==> config.mk <==
export PLATFORM = sky130hd
export DESIGN_NAME = mempool_dma_split
export DESIGN_NICKNAME = d
export VERILOG_FILES = /design/src/rtl/mempool_pkg.sv /design/src/rtl/mempool_dma_split_cnt.sv /design/src/rtl/mempool_dma_split.sv
export SDC_FILE = /design/constraint.sdc
export NUM_CORES = 1
export LEC_CHECK = 0
export ABC_AREA = 1
export BUFFER_PORTS_ARGS = -buffer_cell sky130_fd_sc_hd__clkbuf_2
export CAP_MARGIN = 40
export CORE_AREA = 2 2 233 235
export DETAILED_ROUTE_END_ITERATION = 16
export DIE_AREA = 0 0 235 237
export GPL_TIMING_DRIVEN = 1
export PLACE_DENSITY = 0.5
export SYNTH_ARGS = -nofsm -noshare
export SYNTH_HDL_FRONTEND = slang
export SYNTH_SLANG_ARGS = --single-unit
==> constraint.sdc <==
create_clock -name clk_i -period 6.1 [get_ports clk_i]
set_input_delay 0.305 -clock clk_i [delete_from_list [all_inputs] [get_ports clk_i]]
set_output_delay 0.305 -clock clk_i [all_outputs]
set_load 0.05 [all_outputs]
==> src/rtl/mempool_pkg.sv <==
// Shared MemPool DMA types: frontend/backend request, status meta and split FSM states.
// No logic; widths here set the payload of every DMA handshake in the group.
// Backpressure is defined by the modules using these types.
package mempool_pkg;

    localparam int unsigned NumDmasPerGroup = 4;

    typedef struct packed {
        logic [31:0] src;
        logic [31:0] dst;
        logic [31:0] num_bytes;
        logic [3:0]  id;
        logic        decouple_rw;
        logic        deburst;
        logic        serialize;
    } dma_req_t;

    typedef struct packed {
        logic backend_idle;
        logic trans_complete;
    } dma_meta_t;

    typedef enum logic [1:0] {
        DMA_IDLE,
        DMA_SPLIT,
        DMA_WAIT
    } dma_split_state_e;

    function automatic logic [31:0] min_len(input logic [31:0] a, input logic [31:0] b);
        return (a < b) ? a : b;
    endfunction

endpackage

==> src/rtl/mempool_dma_split_cnt.sv <==
// Saturating up/down counter of in-flight chunks for one DMA backend.
// Latency: flags from registered count; empty_next_o reflects the count after this edge.
// Backpressure: none itself; full_o gates the issuer, decrements at zero are dropped.
module mempool_dma_split_cnt #(
    parameter int unsigned MaxCount = 8
) (
    input  logic clk_i,
    input  logic rst_ni,
    input  logic inc_i,
    input  logic dec_i,
    output logic full_o,
    output logic empty_o,
    output logic empty_next_o
);

    localparam int unsigned CntW = $clog2(MaxCount + 1);
    localparam logic [CntW-1:0] CntMax = CntW'(MaxCount);

    logic [CntW-1:0] cnt_q, cnt_d;
    logic            inc_ok, dec_ok;

    always_comb begin
        cnt_d  = cnt_q;
        inc_ok = inc_i && (cnt_q != CntMax);
        dec_ok = dec_i && (cnt_q != '0);
        if (inc_ok && !dec_ok) begin
            cnt_d = cnt_q + 1'b1;
        end else if (!inc_ok && dec_ok) begin
            cnt_d = cnt_q - 1'b1;
        end
    end

    always_ff @(posedge clk_i or negedge rst_ni) begin
        if (!rst_ni) begin
            cnt_q <= '0;
        end else begin
            cnt_q <= cnt_d;
        end
    end

    assign full_o       = (cnt_q == CntMax);
    assign empty_o      = (cnt_q == '0);
    assign empty_next_o = (cnt_d == '0);

endmodule

==> src/rtl/mempool_dma_split.sv <==
// Splits one frontend DMA transfer into ChunkBytes-aligned chunks routed round-robin by dst to backends.
// Latency: first chunk valid one cycle after frontend handshake; completion one cycle after last backend completion.
// Backpressure: per-backend valid/ready plus MaxOutstanding credit; MEMPOOL_DMA_SPLIT_STATS_EN enables stat counters.
module mempool_dma_split
    import mempool_pkg::*;
#(
    parameter int unsigned NumBackends    = mempool_pkg::NumDmasPerGroup,
    parameter int unsigned ChunkBytes     = 1024,
    parameter int unsigned MaxOutstanding = 8
) (
    input  logic                          clk_i,
    input  logic                          rst_ni,
    input  dma_req_t                      req_i,
    input  logic                          req_valid_i,
    output logic                          req_ready_o,
    output dma_req_t  [NumBackends-1:0]   be_req_o,
    output logic      [NumBackends-1:0]   be_valid_o,
    input  logic      [NumBackends-1:0]   be_ready_i,
    input  dma_meta_t [NumBackends-1:0]   be_meta_i,
    output dma_meta_t                     meta_o,
    output logic      [31:0]              stat_chunks_o,
    output logic      [31:0]              stat_stalls_o
);

    localparam int unsigned OffW = $clog2(ChunkBytes);

    if ((ChunkBytes < 4) || ((ChunkBytes & (ChunkBytes - 1)) != 0)) begin : g_bad_chunk
        $error("ChunkBytes must be a power of two >= 4");
    end
    if (NumBackends < 1) begin : g_bad_backends
        $error("NumBackends must be >= 1");
    end
    if (MaxOutstanding < 1) begin : g_bad_outstanding
        $error("MaxOutstanding must be >= 1");
    end

    dma_split_state_e state_q, state_d;
    dma_req_t         req_q, req_d;
    logic             cpl_q, cpl_d;
    logic [31:0]      room, cur_len, chunk_idx;
    logic [NumBackends-1:0] full, empty, empty_next, be_hs, be_idle;
    logic             hs;

    // req_q holds the not-yet-issued tail: dst/src of the next chunk and bytes left.
    assign room      = 32'(ChunkBytes) - 32'(req_q.dst[OffW-1:0]);
    assign cur_len   = min_len(req_q.num_bytes, room);
    assign chunk_idx = (req_q.dst >> OffW) % 32'(NumBackends);

    always_comb begin
        be_valid_o = '0;
        be_req_o   = '0;
        for (int k = 0; k < NumBackends; k++) begin
            if ((state_q == DMA_SPLIT) && (chunk_idx == 32'(k)) && !full[k]) begin
                be_valid_o[k]          = 1'b1;
                be_req_o[k]            = req_q;
                be_req_o[k].num_bytes  = cur_len;
            end
        end
    end

    assign be_hs = be_valid_o & be_ready_i;
    assign hs    = |be_hs;

    always_comb begin
        state_d = state_q;
        req_d   = req_q;
        cpl_d   = 1'b0;
        case (state_q)
            DMA_IDLE: begin
                if (req_valid_i) begin
                    req_d   = req_i;
                    state_d = (req_i.num_bytes == '0) ? DMA_WAIT : DMA_SPLIT;
                end
            end
            DMA_SPLIT: begin
                if (hs) begin
                    req_d.src       = req_q.src + cur_len;
                    req_d.dst       = req_q.dst + cur_len;
                    req_d.num_bytes = req_q.num_bytes - cur_len;
                    if (req_q.num_bytes == cur_len) begin
                        state_d = DMA_WAIT;
                    end
                end
            end
            DMA_WAIT: begin
                // Look at next-cycle counts so the pulse lands one cycle after the last completion.
                if (&empty_next) begin
                    cpl_d   = 1'b1;
                    state_d = DMA_IDLE;
                end
            end
            default: state_d = DMA_IDLE;
        endcase
    end

    always_ff @(posedge clk_i or negedge rst_ni) begin
        if (!rst_ni) begin
            state_q <= DMA_IDLE;
            req_q   <= '0;
            cpl_q   <= 1'b0;
        end else begin
            state_q <= state_d;
            req_q   <= req_d;
            cpl_q   <= cpl_d;
        end
    end

    assign req_ready_o           = (state_q == DMA_IDLE);
    assign meta_o.backend_idle   = (state_q == DMA_IDLE) && (&be_idle);
    assign meta_o.trans_complete = cpl_q;

    for (genvar k = 0; k < NumBackends; k++) begin : g_cnt
        assign be_idle[k] = be_meta_i[k].backend_idle;

        mempool_dma_split_cnt #(
            .MaxCount (MaxOutstanding)
        ) i_cnt (
            .clk_i        (clk_i),
            .rst_ni       (rst_ni),
            .inc_i        (be_hs[k]),
            .dec_i        (be_meta_i[k].trans_complete),
            .full_o       (full[k]),
            .empty_o      (empty[k]),
            .empty_next_o (empty_next[k])
        );

        a_no_underflow: assert property (@(posedge clk_i) disable iff (!rst_ni)
            be_meta_i[k].trans_complete |-> !empty[k]);
    end

`ifdef MEMPOOL_DMA_SPLIT_STATS_EN
    logic [31:0] chunks_q, stalls_q;

    always_ff @(posedge clk_i or negedge rst_ni) begin
        if (!rst_ni) begin
            chunks_q <= '0;
            stalls_q <= '0;
        end else begin
            if (hs && (chunks_q != '1)) begin
                chunks_q <= chunks_q + 32'd1;
            end
            if ((state_q == DMA_SPLIT) && !hs && (stalls_q != '1)) begin
                stalls_q <= stalls_q + 32'd1;
            end
        end
    end

    assign stat_chunks_o = chunks_q;
    assign stat_stalls_o = stalls_q;
`else
    assign stat_chunks_o = '0;
    assign stat_stalls_o = '0;
`endif

endmodule
==> results_dict.tcl <==
set metrics [dict create \
    power_density_nw_per_um2 689.1 \
    grt_pass1_wl_um 90710 \
    synth_edf_count 0 \
    grtUsageMet3_pct 2.798 \
    relSlewSlack_pct 39.83 \
    final_nets 2999 \
    grt.busiest_layer "met2" \
    multi_input_area_um2 9584 \
    antenna_found_initial 5 \
    synth_xor_area_share_pct 2.669 \
    grt_use_met1_pct 28.25 \
    n_fill_cell 5983 \
    die-area_um2 55700 \
    drc 0 \
    synth_fa_ha_area_share_pct 8.387 \
    synth_top_family_by_area "simple AND/OR/NAND/NOR gates" \
    wl_um 60440 \
    seq_area_frac_synth_pct 21.14 \
    grt_max_degree 93 \
    viasPerCell 4.747 \
    ys_ff_latch 122 \
    layout-drive-gt1-share_pct 19.65 \
    hold_class "in -> reg" \
    cts-root-buf "clkbuf_16" \
    period_minus_slack_ps 5622 \
    start_util_pct 27.10 \
    syn_avg_cell_area_um2 6.153 \
    start_kind "flip-flop" \
    async_reset_ff_share_pct 100.0 \
    dp_hpwl_um 48460 \
    crit_required_ps 6480 \
    crit_fanout 15 \
    die_h_um 237 \
    row_count 85 \
    grt_pass1_vias 15070 \
    worstSetupPathType "reg -> reg" \
    insertion_delay_ps 460 \
    grt.total_usage_pct 20.93 \
    timing.setup.tns_ps 0 \
    final-seq-area_um2 3053 \
    cts_setup_buffers 0 \
    tightest_slew_ps 902.6 \
    finalHoldWorstSlack_ps 102.7 \
    drv_slew 0 \
    die_w_um 235 \
    synth_compound_area_share_pct 17.45 \
    hold_path_depth 3 \
    num_io_pins 601 \
    ys_types 44 \
    synth_area_um2 14440 \
    peakVddDrop_mv 0.2432 \
    dominantRegCellSynth "dfrtp_1" \
    synth-simple-area-share_pct 32.60 \
    period_share_pct 92.17 \
    clk_path_buf_depth 2 \
    clock-sinks 122 \
    cts_tree "done" \
    ant_nets 0 \
    synth_cells 2347 \
    cp.arrival_ps 6010 \
    setup-violations-final 0 \
    wl_per_cell_um 17.28 \
    first_iter_violations 1102 \
    portBuffers 448 \
    gp_congestion 0.9060 \
    firstDrtPassIters 6 \
    cts-buffers-inserted 17 \
    cp-end-kind "flip-flop" \
    grt_setup_unrepaired "false" \
    fin_skew_ps 12.80 \
    fmax_mhz 177.9 \
    gr-total-overflow 0 \
    muxShareOfSynthArea_pct 0 \
    p_leak_nw 9.704 \
    syn_to_final_growth_pct 21.32 \
    vias 16610 \
    maxCapViolCount 0 \
    clk_pin_slew_worst_paths_ps 60 \
    finalHoldViolCount 0 \
    reg2reg_depth 26 \
    status "finished clean" \
    grtUsageMet2_pct 34.54 \
    h-tree-depth 4 \
    yosys_warnings 0 \
    core-area_um2 53280 \
]
[logic make-up after synthesis]
| kind of cell | Yosys count |
|---|---|
| compound gates | 442 |
| xor+xnor | 44 |
| fa+ha+maj | 95 |
| buf+inv | 509 |
| flops | 122 |
| other cells | 1 |
| simple gates | 1134 |
[stage by stage]
| stage | instance area [µm²] | util [%] | setup WS [ps] | total power [mW] | instances |
|---|---|---|---|---|---|
| 2_1_floorplan | 15160 | - | 1859 | 8.630 | 2538 |
| 3_3_place_gp | 16900 | 31.72 | 504.6 | 10.77 | 3461 |
| 3_5_place_dp | 16930 | 31.77 | 431.5 | 10.87 | 3462 |
| 4_1_cts | 17510 | 32.85 | 409.9 | 11.95 | 3495 |
| 5_1_grt | 17520 | 32.87 | 1.720 | 13.19 | 3497 |
| 6_report | 17520 | 32.88 | 477.7 | 12.07 | 3498 |
[cell type report]
class                           instances  area share [%]
Antenna cell                            3         0.04285
Clock buffer                           17           2.428
Clock inverter                         15          0.8142
Inverter                              277           5.942
Multi-Input combinational cell       1907           54.71
Sequential cell                       122           17.43
Tap cell                              696           4.971
Timing Repair Buffer                  461           13.66
[sequential cells by signal, summed over array words and instances, names as in the netlist]
register / flops
g_cnt.i_cnt.cnt_q: 16
state_q: 2
cpl_q: 1
req_q: 103
[metal layers]
metal | vias up | part of all wire [%]
met5 | - | 0.012
met3 | 57 | 5.3
met4 | 2 | 2.0
met2 | 574 | 47
met1 | 7826 | 46
li1 | 8147 | -
[Yosys cell counts (2+ instances only)]
master / number / area, µm²
inv_1: 269 / 1010
ha_1: 92 / 1151
nand2_1: 391 / 1468
a21oi_1: 233 / 1166
xor2_1: 37 / 324.1
xnor2_1: 7 / 61.31
dfrtp_1: 122 / 3053
clkbuf_1: 42 / 157.7
o21ai_1: 8 / 40.04
fa_1: 3 / 60.06
buf_4: 160 / 1201
o21bai_1: 10 / 75.07
nor2_1: 517 / 1941
a22oi_1: 30 / 225.2
nor3_1: 16 / 80.08
or2_2: 3 / 18.77
a21o_1: 9 / 67.56
a211oi_1: 2 / 15.01
o21ai_2: 10 / 87.58
a31oi_1: 19 / 118.9
nand3b_1: 10 / 75.07
a22oi_2: 11 / 137.6
nand4_2: 2 / 25.02
nand3_2: 4 / 40.04
buf_2: 15 / 75.07
inv_2: 7 / 26.28
nor2_4: 4 / 45.04
nor4_1: 14 / 87.58
o21ai_0: 98 / 490.5
nand4_1: 26 / 162.7
buf_1: 11 / 41.29
o21a_1: 5 / 37.54
a21boi_0: 5 / 37.54
buf_6: 4 / 45.04
nand2_2: 5 / 31.28
nand3_1: 138 / 690.7
[final timing paths]
path	slack, ps	to	from
setup / recovery	480	req_q[59]	req_q[40]
hold / removal	100	req_q[75]	req_i[75]
setup reg to reg	480	req_q[59]	req_q[40]
hold reg to reg	570	req_q[58]	req_q[58]
max in group asynchronous	4680	req_q[83]	rst_ni
min in group asynchronous	410	g_cnt[1].i_cnt.cnt_q[0]	rst_ni
[power by group]
part	internal, mW	switching [mW]	leakage (nW)	total, mW
registers	1.25	0.443	1.44	1.69
clock network	0.566	0.458	0.268	1.02
logic	2.50	6.86	8.00	9.36
total	4.31	7.76	9.70	12.1
[worst max-delay path: stages, from the launching register on]
cell	delay (ps)
dfrtp_1	390
inv_1	230
ha_1	240
nand3_1	140
nor3_1	260
nand2_1	100
nor2_1	170
nand3_1	140
ha_1	300
nand2_1	70
inv_1	40
nand3_1	60
nor2_1	50
nand2_1	80
nand3_2	280
buf_4	290
o21ai_2	410
inv_1	150
ha_1	370
a21oi_1	330
o21ai_0	140
a21oi_1	390
o21ai_1	270
a21oi_1	270
nand2b_1	130
nand3_1	80
a21oi_1	160
[timing repair]
| item | in CTS | in global routing |
|---|---|---|
| endpoints found under the hold margin | 55 | 0 |
| resized for setup | 0 | 1 |
| hold buffers | 1 | 0 |
| endpoints found under the setup margin | 0 | 36 |
[placed cells by master, fill, tap and decap left out, types with 7 or more instances in the layout]
master and instances:
xor2_1 37, dfrtp_1 122, nor3_1 16, o21ai_2 10, clkbuf_2 447, nand3_1 137
a21oi_1 233, a22oi_1 30, nor4_1 14, ha_1 92, o21ai_1 8, nor2_1 517
buf_4 9, clkbuf_16 17, nand4_1 26, a21o_1 9, inv_1 267, o21ai_0 98
inv_2 9, conb_1 192, a22oi_2 11, o21bai_1 10, a31oi_1 19, nand2_1 387
nand3b_1 10, xnor2_1 7
No activity file was read; power rests on OpenSTA's default activity.
